==> src/rtl/test_monitor_sat_counter.sv <==
// Width-parameterised up-counter with enable that sticks at all-ones
// instead of wrapping.
module sat_counter #(
    parameter int WIDTH = 32
) (
    input  logic             clk,
    input  logic             reset,
    input  logic             en,
    output logic [WIDTH-1:0] count
);

    logic [WIDTH-1:0] count_q;
    logic [WIDTH-1:0] count_d;

    always_comb begin
        count_d = count_q;
        if (en && (count_q != {WIDTH{1'b1}})) begin
            count_d = count_q + {{(WIDTH-1){1'b0}}, 1'b1};
        end
    end

    always_ff @(posedge clk or posedge reset) begin
        if (reset) begin
            count_q <= '0;
        end else begin
            count_q <= count_d;
        end
    end

    assign count = count_q;

endmodule

==> config.mk <==
export PLATFORM = sky130hd
export DESIGN_NAME = sat_counter
export DESIGN_NICKNAME = d
export VERILOG_FILES = /design/src/rtl/test_monitor_sat_counter.sv
export SDC_FILE = /design/constraint.sdc
export NUM_CORES = 1
export LEC_CHECK = 0
export CAP_MARGIN = 20
export CORE_ASPECT_RATIO = 0.9
export CORE_MARGIN = 4
export CORE_UTILIZATION = 45
export DETAILED_ROUTE_END_ITERATION = 8
export GPL_TIMING_DRIVEN = 0
export PLACE_DENSITY = 0.73
export SYNTH_ARGS = -nofsm -noshare
export SYNTH_HDL_FRONTEND = slang
export SYNTH_SLANG_ARGS = --single-unit
==> constraint.sdc <==
create_clock -name clk -period 4.05 [get_ports clk]
set_clock_uncertainty 0.2 [all_clocks]
set_input_delay 0.6075 -clock clk [delete_from_list [all_inputs] [get_ports clk]]
set_output_delay 0.6075 -clock clk [all_outputs]
set_load 0.05 [all_outputs]
==> qor.csv <==
metric,value,unit
number of enable-type register cells in the synthesized netlist,0,
core utilization of the finished layout,61.6,%
share of flip-flops with an asynchronous set or reset after synthesis,100,%
Setup Viol. Count Final,0,
worst-path cell chain,clkdlybuf4s50_1,
hold violation total from the final report,0,
buffering stage count on the worst path with inverters included,1,
slowest cell on the critical path,sky130_fd_sc_hd__clkdlybuf4s50_1,
Inserted Diodes,0,
RSZ-0062 raised after global routing,false,
area share of the leading cell type in the synthesized netlist,51.3,%
Synth Area per Inst,11.2,um2
Total Nets Final,184,
portion of the post-synthesis area used by sequential elements,51.3,%
I/O pin cnt,35,
placed insts,217,
hold wc startpoint,count[10],
Post-Syn Area,1560,um2
die footprint,4480,um2
kind of capture point of the worst setup path,output pin,
worst min path class,reg -> reg,
TritonCTS clock tree,done,
number of buffers on the longest clock path,2,
Die Ht,63.9,um
logic depth of the worst register-to-register path,5,
reg2reg end,count[1],
first-pass GRT wire length,5790,um
share of post-route cells with drive strength above 1,9.94,%
violation count after the first detailed-route iteration,51,
global-route usage over all layers,16.3,%
simple-gate portion of the synthesized area,23.3,%
total global routing overflow,0,
average routed wire per standard cell,14.3,um
Num CTS Buffers,5,
critical path launch point type,flip-flop,
Fin Hold WS,0.295,ns
ranking of synthesized cells by area,"sky130_fd_sc_hd__dfrtp_1 (51%), sky130_fd_sc_hd__xnor2_1 (15%), sky130_fd_sc_hd__nand3_1 (7.1%), sky130_fd_sc_hd__and3_1 (4.0%), sky130_fd_sc_hd__nand4_1 (4.0%)",
power density normalized to cell area,454,nW/um2
Worst EP arrival,1.58,ns
most frequent cell after synthesis,sky130_fd_sc_hd__dfrtp_1,
pin count of the biggest net entering global routing,22,
Post CTS Setup Buffer Count,0,
register bit total from synthesis,32,
worst slew slack as a fraction of its limit,57.4,%
largest area contributor in the synthesized netlist,sky130_fd_sc_hd__dfrtp_1,
maximum ir drop on the vdd rail,412,uV
number of flip-flops under the largest register name,32,
Critical Path RT,3.24,ns
worst setup path category,reg -> out,
worst reg-to-reg setup slack,1.68,ns
Compound-Gate Fraction of Synth Area,6.01,%
launching point of the worst reg2reg path,count[19],
portion of netlist area occupied by mux cells,1.36,%
upper clock frequency limit,420,MHz
total length of routed wires,3210,um
Hold Crit Depth,1,
largest family of logic cells by synthesized area,simple AND/OR/NAND/NOR gates,
share of the clock period used by the worst path after layout,58.8,%
Final Wtd Congestion,0.779,
Post-route DRC,0,
via count normalized by instance count,5.42,
leakage power figure,0.860,nW
number of max-cap violations,0,
Worst Tran Pin Value,0.636,ns
Port Buf Inserts,33,
top post-synthesis cells by count,"sky130_fd_sc_hd__dfrtp_1 (32), sky130_fd_sc_hd__xnor2_1 (26), sky130_fd_sc_hd__nand3_1 (22), sky130_fd_sc_hd__and3_1 (10), sky130_fd_sc_hd__nand4_1 (10)",
Via Count,1220,
library cells used by synthesis,28,
dominant register cell in the synthesized netlist,sky130_fd_sc_hd__dfrtp_1,
number of global-route vias before repair,1259,
total nets after synthesis,143,
Starting Density,46.6,%
Cells after Synth,139,
final standard cell count with taps included and fillers excluded,225,
cell row count,20,
Post-DRT Antenna Nets,0,
Slowest Stage Delay on Critical Path,0.85,ns
Die X-Extent,70.1,um
placeable core region,3350,um2
total count of max-transition violations in the final report,0,
CTS hold repair buffers,0,
initial antenna violation count,0,
post-cts sizing count,0,
highest fanout seen on the critical path,6,
Post-Synth XOR/XNOR Area,15.7,%
synth warn,0,
"arithmetic-cell share of the synthesized area counting full adders, half adders and majority gates",0.801,%
"Clk Latency, worst-skew pair",0.28,ns
outcome,finished clean,
min Tclk post-route,2.38,ns
total number of H-tree levels,2,
clock-pin slew on the worst setup and hold paths,0.06,ns
DP HPWL,2350,um
CP top delay family,buffers and inverters,
clock root buffer,sky130_fd_sc_hd__clkbuf_8,
fill cell count,292,
synth-to-layout area growth,32.4,%
number of detailed-routing iterations run before antenna repair,4,
Setup TNS Final,0,ns
total number of clock tree sinks,32,
hold worst-path end,count[10],
-- cell usage in the layout (no fill, tap or decap), types with 2 or more instances in the layout --
cell | synthesis | final
sky130_fd_sc_hd__xnor2_1 | 26 | 26
sky130_fd_sc_hd__nand4_1 | 10 | 10
sky130_fd_sc_hd__inv_1 | 3 | 3
sky130_fd_sc_hd__clkbuf_1 | 2 | 2
sky130_fd_sc_hd__nor2_1 | 4 | 4
sky130_fd_sc_hd__xor2_1 | 2 | 2
sky130_fd_sc_hd__and3_1 | 10 | 10
sky130_fd_sc_hd__clkdlybuf4s50_1 | 0 | 33
sky130_fd_sc_hd__dfrtp_1 | 32 | 32
sky130_fd_sc_hd__nand2_1 | 7 | 7
sky130_fd_sc_hd__a21oi_1 | 2 | 2
sky130_fd_sc_hd__clkbuf_8 | 0 | 6
sky130_fd_sc_hd__nand3_1 | 22 | 22
sky130_fd_sc_hd__a41oi_1 | 2 | 2
sky130_fd_sc_hd__a31oi_1 | 2 | 2
sky130_fd_sc_hd__clkinv_2 | 0 | 2
-- per-layer routing --
layer / GRT usage, % / vias up / wire, um
met2: 27.4 / 22 / 1600
met1: 19.3 / 606 / 1400
li1: - / 587 / -
met5: 0 / - / 0
met3: 4.25 / 5 / 138
met4: 7.89 / 0 / 59
-- worst max-delay path by stage --
stage | from | endpoint | cells after the start
floorplan | count[6] | count[21] | 5
detailed placement | en | count[31] | 6
global placement | en | count[23] | 6
CTS | count[19] | count[1] | 5
finish | count[24] | count[24] | 1
global route | count[13] | count[1] | 5
-- area by class of cell --
type / count / area, um2 / area share [%]
Buffer: 3 / 12.5 / 0.605
Clock buffer: 6 / 82.6 / 4.00
Clock inverter: 2 / 10.0 / 0.484
Inverter: 3 / 11.3 / 0.545
Multi-Input combinational cell: 101 / 737 / 35.7
Sequential cell: 32 / 801 / 38.7
Tap cell: 44 / 55.1 / 2.66
Timing Repair Buffer: 34 / 358 / 17.3
-- cell families after synthesis --
group           after synthesis
simple gates                 62
buf+inv                       6
fa+ha+maj                     1
compound gates                8
xor+xnor                     28
mux                           2
flops                        32
-- stage by stage --
stage                     total power [W]  instance area [um2]  worst slack (ns)
after floorplan                  0.000597                 1560              1.57
after global placement           0.000686                 1950              1.50
after detailed placement         0.000696                 1970              1.52
after CTS                        0.000947                 2070              1.65
after global routing             0.000982                 2070              1.54
final                            0.000938                 2070              1.67
-- power by group --
part | total [W] | switching (W) | internal (W)
clock | 0.000249 | 0.000114 | 0.000135
combinational | 0.000283 | 0.000181 | 0.000102
sequential | 0.000406 | 0.0000514 | 0.000355
Power figures use the tool's default switching activity.
